$ cat src/rtl/instr_select_pkg.sv
// Shared configuration for the instruction-select stage: address/associativity
// macros, ITLB/ICache entry types, privilege state and the refill FSM states.
// Optional feature macro: ITLB_EXEC_CHECK_EN (exec/user permission checking).
`ifndef VADDR_WIDTH
`define VADDR_WIDTH 32
`endif
`ifndef ITLB_ASSOC
`define ITLB_ASSOC 4
`endif
`ifndef ICACHE_ASSOC
`define ICACHE_ASSOC 4
`endif

package instr_select_pkg;

  localparam int unsigned VADDR_W       = `VADDR_WIDTH;
  localparam int unsigned PAGE_OFFSET_W = 12;
  localparam int unsigned VPN_W         = VADDR_W - PAGE_OFFSET_W;
  localparam int unsigned PPN_W         = 20;
  localparam int unsigned PTAG_W        = PPN_W;
  localparam int unsigned INSTR_W       = 32;

  typedef struct packed {
    logic             valid;
    logic [VPN_W-1:0] vpn;
    logic [PPN_W-1:0] ppn;
    logic             exec;
    logic             user;
  } tlb_entry_t;

  typedef struct packed {
    logic              valid;
    logic [PTAG_W-1:0] ptag;
  } icache_tag_entry_t;

  typedef logic [INSTR_W-1:0] icache_data_unit_t;

  typedef enum logic [1:0] {
    PRIV_USER    = 2'd0,
    PRIV_SUPER   = 2'd1,
    PRIV_MACHINE = 2'd3
  } program_state_t;

  typedef enum logic [1:0] {
    ST_IDLE   = 2'd0,
    ST_REQ    = 2'd1,
    ST_WAIT   = 2'd2,
    ST_REPLAY = 2'd3
  } fetch_state_e;

  // Translation plus permissions, carried through the ITLB way mux as one word
  typedef struct packed {
    logic [PPN_W-1:0] ppn;
    logic             exec;
    logic             user;
  } tlb_payload_t;

endpackage

$ cat src/rtl/instr_way_select.sv
// Generic set-associative way lookup: per-way valid/key compare against a
// lookup key, returning a hit flag and the data of the lowest matching way.
module instr_way_select #(
  parameter int unsigned WAYS   = 4,
  parameter int unsigned KEY_W  = 20,
  parameter int unsigned DATA_W = 32
) (
  input  logic [WAYS-1:0]             valid_i,
  input  logic [WAYS-1:0][KEY_W-1:0]  key_i,
  input  logic [WAYS-1:0][DATA_W-1:0] data_i,
  input  logic [KEY_W-1:0]            lookup_i,
  output logic                        hit_o,
  output logic [DATA_W-1:0]           data_o
);

  logic [WAYS-1:0] match;

  // Per-way tag match, gated by the valid bit
  always_comb begin
    match = '0;
    for (int unsigned w = 0; w < WAYS; w++) begin
      match[w] = valid_i[w] && (key_i[w] == lookup_i);
    end
  end

  // Priority mux: the lowest-numbered matching way supplies the data
  always_comb begin
    logic found;
    found  = 1'b0;
    data_o = '0;
    for (int unsigned w = 0; w < WAYS; w++) begin
      if (match[w] && !found) begin
        found  = 1'b1;
        data_o = data_i[w];
      end
    end
    hit_o = found;
  end

endmodule

$ cat src/rtl/instr_select.sv
// Fetch instruction select: ITLB + ICache hit detection on the per-way RAM
// read results for i_pc, registered instruction output, and a refill FSM
// (IDLE/REQ/WAIT/REPLAY) that requests ITLB or ICache fills on a miss.
// Optional feature macro: ITLB_EXEC_CHECK_EN -- when defined, fetches from
// pages lacking exec (or user, in user mode) permission return a fault.
module instr_select
  import instr_select_pkg::*;
(
  input  logic                     i_clk,
  input  logic                     i_rst_n,
  input  logic [`VADDR_WIDTH-1:0]  i_pc,
  input  tlb_entry_t               i_itlb       [`ITLB_ASSOC],
  input  icache_tag_entry_t        i_icache_tag [`ICACHE_ASSOC],
  input  icache_data_unit_t        i_icache_data[`ICACHE_ASSOC],
  input  program_state_t           i_pstate,
  input  logic                     i_flush,
  output logic                     o_stall,
  output logic                     o_valid,
  output logic [`VADDR_WIDTH-1:0]  o_pc,
  output icache_data_unit_t        o_instr,
  output logic                     o_fault,
  output logic                     o_refill_req,
  output logic                     o_refill_itlb,
  output logic [`VADDR_WIDTH-1:0]  o_refill_vaddr,
  input  logic                     i_refill_ack,
  input  logic                     i_refill_done
);

  localparam int unsigned PAY_W = $bits(tlb_payload_t);

  // ---- way lookup plumbing ----
  logic [`ITLB_ASSOC-1:0]                tlb_valid;
  logic [`ITLB_ASSOC-1:0][VPN_W-1:0]     tlb_vpn;
  logic [`ITLB_ASSOC-1:0][PAY_W-1:0]     tlb_pay;
  logic [`ICACHE_ASSOC-1:0]              ic_valid;
  logic [`ICACHE_ASSOC-1:0][PTAG_W-1:0]  ic_tag;
  logic [`ICACHE_ASSOC-1:0][INSTR_W-1:0] ic_data;

  logic              itlb_hit;
  logic [PAY_W-1:0]  tlb_sel_raw;
  tlb_payload_t      tlb_sel;
  logic              ic_raw_hit;
  logic              ic_hit;
  icache_data_unit_t ic_sel;
  logic              perm_fault;
  logic              fetch_hit;

  // Flatten the per-way RAM read structs into packed lookup vectors
  always_comb begin
    tlb_valid = '0;
    tlb_vpn   = '0;
    tlb_pay   = '0;
    ic_valid  = '0;
    ic_tag    = '0;
    ic_data   = '0;
    for (int unsigned w = 0; w < `ITLB_ASSOC; w++) begin
      tlb_valid[w] = i_itlb[w].valid;
      tlb_vpn[w]   = i_itlb[w].vpn;
      tlb_pay[w]   = {i_itlb[w].ppn, i_itlb[w].exec, i_itlb[w].user};
    end
    for (int unsigned w = 0; w < `ICACHE_ASSOC; w++) begin
      ic_valid[w] = i_icache_tag[w].valid;
      ic_tag[w]   = i_icache_tag[w].ptag;
      ic_data[w]  = i_icache_data[w];
    end
  end

  instr_way_select #(
    .WAYS  (`ITLB_ASSOC),
    .KEY_W (VPN_W),
    .DATA_W(PAY_W)
  ) u_itlb_sel (
    .valid_i (tlb_valid),
    .key_i   (tlb_vpn),
    .data_i  (tlb_pay),
    .lookup_i(i_pc[VADDR_W-1:PAGE_OFFSET_W]),
    .hit_o   (itlb_hit),
    .data_o  (tlb_sel_raw)
  );

  assign tlb_sel = tlb_sel_raw;

  instr_way_select #(
    .WAYS  (`ICACHE_ASSOC),
    .KEY_W (PTAG_W),
    .DATA_W(INSTR_W)
  ) u_icache_sel (
    .valid_i (ic_valid),
    .key_i   (ic_tag),
    .data_i  (ic_data),
    .lookup_i(tlb_sel.ppn),
    .hit_o   (ic_raw_hit),
    .data_o  (ic_sel)
  );

  // The physical tag is only meaningful when the ITLB translated the PC
  assign ic_hit = itlb_hit && ic_raw_hit;

`ifdef ITLB_EXEC_CHECK_EN
  assign perm_fault = itlb_hit &&
                      (!tlb_sel.exec || (!tlb_sel.user && (i_pstate == PRIV_USER)));
`else
  logic perm_unused;
  assign perm_fault  = 1'b0;
  assign perm_unused = ^{i_pstate, tlb_sel.exec, tlb_sel.user};
`endif

  // A permission fault completes the fetch without touching the ICache
  assign fetch_hit = itlb_hit && (perm_fault || ic_hit);

  // ---- FSM and output registers ----
  fetch_state_e          state_q, state_d;
  logic                  valid_q, valid_d;
  logic [VADDR_W-1:0]    pc_q, pc_d;
  icache_data_unit_t     instr_q, instr_d;
  logic                  fault_d;
  logic                  refill_itlb_q, refill_itlb_d;
  logic [VADDR_W-1:0]    refill_vaddr_q, refill_vaddr_d;
  logic                  aborted_q, aborted_d;

  // Next-state logic: hit capture in IDLE, refill handshake, replay, flush abort
  always_comb begin
    state_d        = state_q;
    valid_d        = 1'b0;
    pc_d           = pc_q;
    instr_d        = instr_q;
    fault_d        = 1'b0;
    refill_itlb_d  = refill_itlb_q;
    refill_vaddr_d = refill_vaddr_q;
    aborted_d      = aborted_q;
    unique case (state_q)
      ST_IDLE: begin
        if (i_flush) begin
          state_d = ST_IDLE;
        end else if (fetch_hit) begin
          valid_d = 1'b1;
          pc_d    = i_pc;
          instr_d = ic_sel;
          fault_d = perm_fault;
        end else begin
          state_d        = ST_REQ;
          refill_itlb_d  = !itlb_hit;
          refill_vaddr_d = i_pc;
        end
      end
      ST_REQ: begin
        if (i_flush) aborted_d = 1'b1;
        if (i_refill_ack) state_d = ST_WAIT;
      end
      ST_WAIT: begin
        // An aborted fill still has to finish, but is not replayed
        if (i_refill_done) begin
          state_d   = (aborted_q || i_flush) ? ST_IDLE : ST_REPLAY;
          aborted_d = 1'b0;
        end else if (i_flush) begin
          aborted_d = 1'b1;
        end
      end
      ST_REPLAY: begin
        state_d = ST_IDLE;
      end
      default: begin
        state_d = ST_IDLE;
      end
    endcase
  end

  // State and output registers with asynchronous reset
  always_ff @(posedge i_clk or negedge i_rst_n) begin
    if (!i_rst_n) begin
      state_q        <= ST_IDLE;
      valid_q        <= 1'b0;
      pc_q           <= '0;
      instr_q        <= '0;
      refill_itlb_q  <= 1'b0;
      refill_vaddr_q <= '0;
      aborted_q      <= 1'b0;
    end else begin
      state_q        <= state_d;
      valid_q        <= valid_d;
      pc_q           <= pc_d;
      instr_q        <= instr_d;
      refill_itlb_q  <= refill_itlb_d;
      refill_vaddr_q <= refill_vaddr_d;
      aborted_q      <= aborted_d;
    end
  end

`ifdef ITLB_EXEC_CHECK_EN
  logic fault_q;

  // Registered fetch fault, qualified by o_valid
  always_ff @(posedge i_clk or negedge i_rst_n) begin
    if (!i_rst_n) fault_q <= 1'b0;
    else          fault_q <= fault_d;
  end

  assign o_fault = fault_q;
`else
  logic fault_unused;
  assign fault_unused = fault_d;
  assign o_fault      = 1'b0;
`endif

  assign o_stall        = (state_q != ST_IDLE) || !fetch_hit;
  assign o_valid        = valid_q;
  assign o_pc           = pc_q;
  assign o_instr        = instr_q;
  assign o_refill_req   = (state_q == ST_REQ);
  assign o_refill_itlb  = refill_itlb_q;
  assign o_refill_vaddr = refill_vaddr_q;

endmodule

$ cat config.mk
export PLATFORM = sky130hd
export DESIGN_NAME = instr_select
export DESIGN_NICKNAME = d
export VERILOG_FILES = /design/src/rtl/instr_select_pkg.sv /design/src/rtl/instr_way_select.sv /design/src/rtl/instr_select.sv
export SDC_FILE = /design/constraint.sdc
export NUM_CORES = 1
export LEC_CHECK = 0
export ABC_AREA = 0
export CORE_AREA = 2 2 205 207
export DETAILED_ROUTE_END_ITERATION = 16
export DIE_AREA = 0 0 207 209
export PLACE_DENSITY_LB_ADDON = 0.12
export SLEW_MARGIN = 20
export SYNTH_ARGS = -nofsm -noshare
export SYNTH_HDL_FRONTEND = slang
export SYNTH_SLANG_ARGS = --single-unit
$ cat constraint.sdc
create_clock -name i_clk -period 13.5 [get_ports i_clk]
set_input_delay 2.025 -clock i_clk [delete_from_list [all_inputs] [get_ports i_clk]]
set_output_delay 2.025 -clock i_clk [all_outputs]
set_load 0.005 [all_outputs]
==> reports/qor.txt <==
Outcome = complete, no violations
Dominant cell type by area after synthesis = dfrtp_1
Switch share = 0.310
I/O pin total = 524
Starting Density = 0.262
Cell Int Power = 0.000755 W
1st-iter DRT viols = 929
Main combinational cell family by area after synthesis = simple AND/OR/NAND/NOR gates
Synth cell types = 90
XOR/XNOR Fraction of Synth Area = 0.0908
Period utilization = 0.767
Post-synthesis mux area share = 0.117
Placed Area = 0.0162 mm^2
CTS max path bufs = 2
Crit. End Element = output pin
Post-DRT Antenna Nets = 0
Tot GR Track Use = 0.267
Power per cell area = 66.3 mW/mm^2
Die X = 207 um
Final Wtd Congestion = 0.953
Clock Power Share = 0.238
Die Height = 209 um
Setup CP Type = in2out
CTS tree = yes
Worst-path clk slew = 0.07 ns
CTS resizes = 0
TritonCTS buffer count = 9
Area share of the largest cell type after synthesis = 0.234
Number of synthesized flops with an enable pin = 0
Clock root buffer master = clkbuf_16
Final #Nets = 2066
Final Hold Violating Endpoints = 0
Post-Route WL = 59800 um
RSZ-0062 raised after global routing = false
Layout Skew = 0.00666 ns
Mapped Cells = 1197
Post-Syn Nets = 1624
HP Class = reg2reg
Via count = 12300
Reg2Reg Setup Slack = 10.50 ns
TritonRoute pass-1 iters = 5
DP Wirelength = 47400 um
Least-Margin Pin Slew = 1.13 ns
Leakage = 6.05 nW
Largest net degree at the start of global routing = 67
Simple-gate area share of the yosys netlist = 0.251
Final instance area = 0.0165 mm^2
Synth top area cells = dfrtp_1, xnor2_1, and4_1
Layout cells sized above 1 = 0.100
Crit path DAT = 8.33 ns
Asr flop ratio synth = 1.00
Register area share after synthesis = 0.234
Syn avg cell area = 9.02 um^2
Crit Path Max Fanout = 34
Complex-gate fraction of the synthesized area = 0.230
Htree depth = 3
Max Cap Viol = 0
Hold Buf Count CTS = 0
Power share of the combinational group = 0.411
Vias in the first global route = 12500
Global-route wire length before repair = 86400 um
Die area = 0.0433 mm^2
Port Buffers = 512
Met3 usage = 0.0571
M2 GR Usage = 0.440
Total grt overflow = 0
Clk_lat worst skew = 0.36 ns
Fmax = 96.6 MHz
Yosys warns = 0
Core region area = 0.0413 mm^2
Count of state elements after synthesis = 101
Clk sink count = 101
Max-slew headroom = 0.243
FP Rows = 75
Synth Area in Adders = 0.00463
Sequential share of power = 0.351
Synth Flop Type = dfrtp_1
P_sw = 0.000339 W
Initial antenna violation count = 2
Layout area overhead = 52.8%
CP required = 11.48 ns
Mapped Area = 0.0108 mm^2
CP startpoint kind = input port
Residual DRC = 0
Max IR drop VDD = 72.3 uV
GRT busiest layer = met2
Final setup viols = 0
Max-slew violation count = 0
Minimum clock period after layout = 10.36 ns
Vias per cell = 5.62
Post-DR wirelength/cell = 27.4 um
Setup TNS = 0 ns
M1 GR Usage = 0.333
Setup bufs post-CTS = 0
## placed cells by master, fill, tap and decap left out, types with 12 or more instances in the layout
cell type / n
or3_1: 30
a31o_2: 13
nor3_1: 32
mux2_2: 29
xnor2_1: 73
and3_1: 29
nand3_1: 65
buf_4: 31
a221oi_1: 41
and2_1: 12
xor2_1: 38
nand4_1: 29
inv_1: 28
a22oi_1: 27
o21ai_0: 38
nor2b_1: 37
a21oi_1: 21
mux2_4: 38
nor2_1: 33
clkdlybuf4s50_1: 511
and4_1: 70
nor4_1: 12
mux2_1: 30
o2bb2ai_1: 36
nand2_1: 34
o2111ai_1: 29
dfrtp_1: 101
a31oi_1: 20
a211oi_1: 15
## kinds of logic (layout without fill, tap and decap cells)
group                    Yosys count  after routing
multiplexers                     100            100
buffers and inverters            140            587
XOR/XNOR                         112            112
AND/OR/NAND/NOR                  430            430
AO/OA/AOI/OAI                    309            309
adder cells (fa/ha/maj)            4              4
other                              1              2
flip-flops                       101            101
## routing by layer
layer,vias up,part of all wire
li1,5581,-
met1,5994,0.41
met2,592,0.47
met3,107,0.077
met4,2,0.047
met5,-,0.00027
## through the flow
stage / total power [W] / setup WS [ns] / hold slack [ns] / util / instances
after CTS: 0.00111 / 3.09 / 0.497 / 0.399 / 2182
after floorplan: 0.000537 / 6.29 / 0.479 / - / 1197
final: 0.00109 / 3.14 / 0.493 / 0.400 / 2184
after detailed placement: 0.000839 / 3.11 / 0.481 / 0.392 / 2166
after global routing: 0.00115 / 2.72 / 0.505 / 0.400 / 2184
after global placement: 0.000838 / 3.14 / 0.474 / 0.392 / 2166
## final timing paths
path,to,startpoint,cells past startpoint
min in group asynchronous,o_refill_vaddr[25],i_rst_n,1
worst min register to register,o_refill_vaddr[27],o_refill_vaddr[27],1
worst min-delay path,o_refill_vaddr[27],o_refill_vaddr[27],1
worst max register to register,o_instr[4],state_q[1],7
max in group asynchronous,o_pc[8],i_rst_n,2
worst max-delay path,o_stall,i_pc[22],15
## registers in the layout, summed over array words and instances (netlist names)
name            count
o_pc               32
state_q             2
o_instr            32
o_valid             1
o_refill_vaddr     32
o_refill_itlb       1
aborted_q           1
## power groups by stage
stage / clock (W) / combinational (W) / sequential [W]
4_1_cts: 0.000272 / 0.000453 / 0.000385
3_3_place_gp: 0 / 0.000451 / 0.000387
2_1_floorplan: 0 / 0.000144 / 0.000393
3_5_place_dp: 0 / 0.000449 / 0.000390
5_1_grt: 0.000283 / 0.000479 / 0.000391
6_report: 0.000260 / 0.000449 / 0.000384
## cell type report
class / instances / area, um^2
Antenna cell: 1 / 2.50
Clock buffer: 9 / 225
Clock inverter: 7 / 65.1
Fill cell: 4180 / 24800
Inverter: 28 / 105
Multi-Input combinational cell: 956 / 7520
Sequential cell: 101 / 2530
Tap cell: 539 / 674
Timing Repair Buffer: 543 / 5380
## worst max-delay path, cell delays in order
cell and delay (ns):
clkdlybuf4s50_1 0.81, xnor2_1 0.18, nand4_1 0.18, nor4_2 0.86
nand2_2 0.67, buf_4 0.47, a31oi_1 0.74, nor3_1 0.17
a2111o_1 0.38, or4_1 0.56, nor4_2 0.42, a2111oi_4 0.11
nor2_1 0.17, nand2_1 0.07, clkdlybuf4s50_1 0.49
## Yosys cell counts (all sizes together), types with 18 or more instances
library cell	number
a21oi	21
a221oi	41
a22oi	29
a31oi	23
and3	29
and4	70
buf	68
clkbuf	44
dfrtp	101
inv	28
mux2	97
nand2	36
nand3	65
nand4	30
nor2	36
nor2b	37
nor3	35
nor4	18
o2111ai	32
o21ai	40
o2bb2ai	36
or3	30
xnor2	74
xor2	38
(Power assumes the default switching activity.)
==> variant 1 (same flow settings) <==
`ITLB_ASSOC`: 4 -> 2.
--- a/src/rtl/instr_select_pkg.sv
+++ b/src/rtl/instr_select_pkg.sv
@@ -7,3 +7,3 @@
 `ifndef ITLB_ASSOC
-`define ITLB_ASSOC 4
+`define ITLB_ASSOC 2
 `endif
Interface: changed (resized i_itlb); port bits go from 524 to 438. The function was not compared with the original's and may differ.
==> variant 1 against the original RTL <==
Hold slack lost 0.022 ns; routed wire length decreased by 25%; sequential cell count did not move; final area fell by 18%; non-clock buffer count is 92 lower; setup slack improved by 1.3 ns; synthesized area is 23% lower; power down 3.7%; largest power group unchanged; clock skew rose by 0.0011 ns; register-to-register slack better by 0.80 ns; highest routed layer unchanged; maximum frequency is 14% higher.
==> variant 1: results (changes against the original RTL) <==
min_to: "o_pc[14]$_DFFE_PN0P_"
grt.total_usage: 0.203  # -0.0636
max_stage_delay_ns: 0.81  # -0.05 ns
numPortBuffers: 430  # -16%
gp_congestion: 0.881  # -7.6%
hold_start: "o_pc[14]$_DFFE_PN0P_"
drive_gt1_frac: 0.0550  # -0.0453
grtUsageMet2: 0.329  # -0.112
synth-compound-area-share: 0.262  # +0.0325
final-clk-cell-share: 0.0215  # +0.00395
clock-skew-final_ns: 0.00774  # +0.00108 ns
synth_mux_area_frac: 0.0449  # -0.0723
drt_iter0_markers: 690  # -26%
routedWlPerCell_um: 23.2  # -15%
status: "complete, no violations"
wl_met1_um: 19300  # -20%
clkLatencyLatePin_ns: 0.38  # +0.02 ns
power_frac_comb: 0.373  # -0.038
nClkBuffers: 10  # +1
rrSetupSlack_ns: 11.30  # +0.80 ns
cp_max_fo: 7  # -79%
seq_share: 0.188  # +0.0344
ys_seq_area_frac: 0.305  # +0.0710
ys_types: 80  # -11%
fin_nets: 1736  # -16%
-- variant 1: changes by cell type after synthesis, sizes merged, moves of 21 or more --
cell,before,now
mux2,97,33
a221oi,41,2
o2bb2ai,36,2
a21boi,2,31
a31oi,23,2
o311a,0,32
o22ai,4,35
nor2b,37,1
nand3,65,37
nand2,36,171
xnor2,74,27
a2bb2oi,4,32
buf,68,33
and4,70,6
-- variant 1: kinds of logic (layout without fill, tap and decap cells) --
| logic type | after synthesis | in the layout |
|---|---|---|
| AOI/OAI and AO/OA | 269 | 269 |
| xor gates and xnor gates | 54 | 54 |
| adders and majority gates | 4 | 4 |
| buffers and inverters | 104 | 505 |
| DFF | 101 | 101 |
| muxes | 33 | 33 |
| other | 1 | 3 |
| and+or+nand+nor | 432 | 432 |
-- variant 1: critical path: cells and delay by family --
family,cells,cell delay (ns)
AND/OR/NAND/NOR,7,2.91
AO/OA/AOI/OAI,2,0.77
XOR/XNOR,1,0.23
buffers and inverters,2,1.09
==> variant 2 (same settings) <==
Without the edit above. `pc_q` no longer has a reset.
--- a/src/rtl/instr_select.sv
+++ b/src/rtl/instr_select.sv
@@ -172,3 +172,2 @@
       valid_q        <= 1'b0;
-      pc_q           <= '0;
       instr_q        <= '0;
@@ -180,3 +179,2 @@
       valid_q        <= valid_d;
-      pc_q           <= pc_d;
       instr_q        <= instr_d;
@@ -186,2 +184,6 @@
     end
+  end
+
+  always_ff @(posedge i_clk) begin
+    pc_q <= pc_d;
   end
Function: changed (a bounded check fails within 4 cycles, from zero or initial values and one cycle with i_rst_n low).
==> variant 2 against the original RTL <==
Power grew 7.2%; routed wire length shrank 13%; maximum frequency grew 1.1%; sequential cell count is the same; via count shrank 8.6%; setup slack gained 0.11 ns; final area shrank 4.9%; synthesized area shrank 7.1%; non-clock buffer count shrank 13.
==> variant 2: results (changes against the original RTL) <==
leakage_nw: 5.66  # -6.5%
ys_seq_area_frac: 0.268  # +0.0340
grt.total_usage: 0.233  # -0.0343
hpwl_um: 41300  # -13%
max_stage_delay_ns: 1.06  # +0.20 ns
status: "complete, no violations"
gp_congestion: 0.976  # +2.4%
hold_start: "o_refill_itlb$_DFFE_PN0P_"
tightest_slew_ns: 1.12  # -0.00573 ns
synth_edf_count: 32  # +32
cp-startpoint: "i_pc[31]"
fillers: 4236  # +1.3%
synthArstFlopShare: 0.683  # -0.317
clock-skew-final_ns: 0.0199  # +0.0132 ns
grt_pass1_wl_um: 76100  # -12%
r2r_start: "state_q[0]$_DFFE_PN0P_"
crit_slowest_cell: "nand4_1"
vias: 11200  # -8.6%
wl_um: 52300  # -13%
synthTopCellsByCount: "92 x inv_1, 69 x dfrtp_1, 69 x xnor2_1"
drt_iter0_markers: 826  # -11%
peakVddDrop_mv: 0.0719  # -0.44%
syn_nets: 1533  # -5.6%
crit_arrival_ns: 8.22  # -0.11 ns
antenna_found_initial: 1  # -1
## variant 2: cell count changes after synthesis, sizes merged, moves of 21 or more
cell     before  now
a32oi         0   32
and4         70   10
edfxtp        0   32
mux2i         3   33
a311o         1   33
a221oi       41    0
nor2b        37    1
o2bb2ai      36    4
nand2b        4   30
dfrtp       101   69
mux2         97   32
nor4         18   65
and3         29    8
inv          28   92
## variant 2: per-stage QoR
stage | setup slack (ns) | std cells | power [mW]
3_5_place_dp | 3.35 | 2083 | 0.908
3_3_place_gp | 3.33 | 2083 | 0.909
5_1_grt | 2.99 | 2100 | 1.23
6_report | 3.25 | 2100 | 1.17
4_1_cts | 3.33 | 2099 | 1.19
2_1_floorplan | 6.33 | 1106 | 0.617
## variant 2: kinds of logic (layout without fill, tap and decap cells)
group	after synthesis	in the layout	share of synthesized area
AND/OR/NAND/NOR	362	362	0.235
AO/OA/AOI/OAI	273	273	0.215
buffers and inverters	184	638	0.0956
XOR/XNOR	116	116	0.101
flip-flops	101	101	0.268
multiplexers	65	65	0.0797
adder cells (fa/ha/maj)	4	4	0.00499
other	1	2	0.000374
## variant 2: cell type report
type	instances	area [um^2]	area share
Clock buffer	9	225	0.0144
Tap cell	539	674	0.0430
Sequential cell	101	2690	0.171
Timing Repair Buffer	530	5260	0.335
Clock inverter	7	72.6	0.00463
Antenna cell	1	2.50	0.000160
Multi-Input combinational cell	821	6420	0.409
Inverter	92	345	0.0220
## variant 2: layer usage
layer | wire length [um] | global-route usage | part of all wire
met5 | 0 | 0 | 0
met3 | 3470 | 0.0394 | 0.066
met4 | 1870 | 0.0899 | 0.036
met1 | 21600 | 0.291 | 0.41
met2 | 25300 | 0.400 | 0.48
## variant 2: final timing paths
kind,endpoint,slack [ns],cells after the start
max in group asynchronous,o_refill_vaddr[19]$_DFFE_PN0P_,10.96,2
min,o_refill_itlb$_DFFE_PN0P_,0.51,1
min in group asynchronous,o_instr[12]$_DFFE_PN0P_,1.55,1
max,o_stall,3.25,14
max reg2reg,o_pc[9]$_DFFE_PP_,11.04,4
min reg2reg,o_refill_itlb$_DFFE_PN0P_,0.51,1
## variant 2: power by group
part	leakage, nW	internal, mW	total (mW)	switching (mW)
sequential	1.00	0.371	0.402	0.0317
combinational	4.51	0.316	0.502	0.186
clock	0.149	0.132	0.269	0.137
## variant 2: worst register-to-register path, cell delays in order, from the launching register on
cell     delay [ns]
dfrtp_1        0.40
inv_1          0.15
ha_1           0.23
nor2b_1        0.38
and3_2         0.88
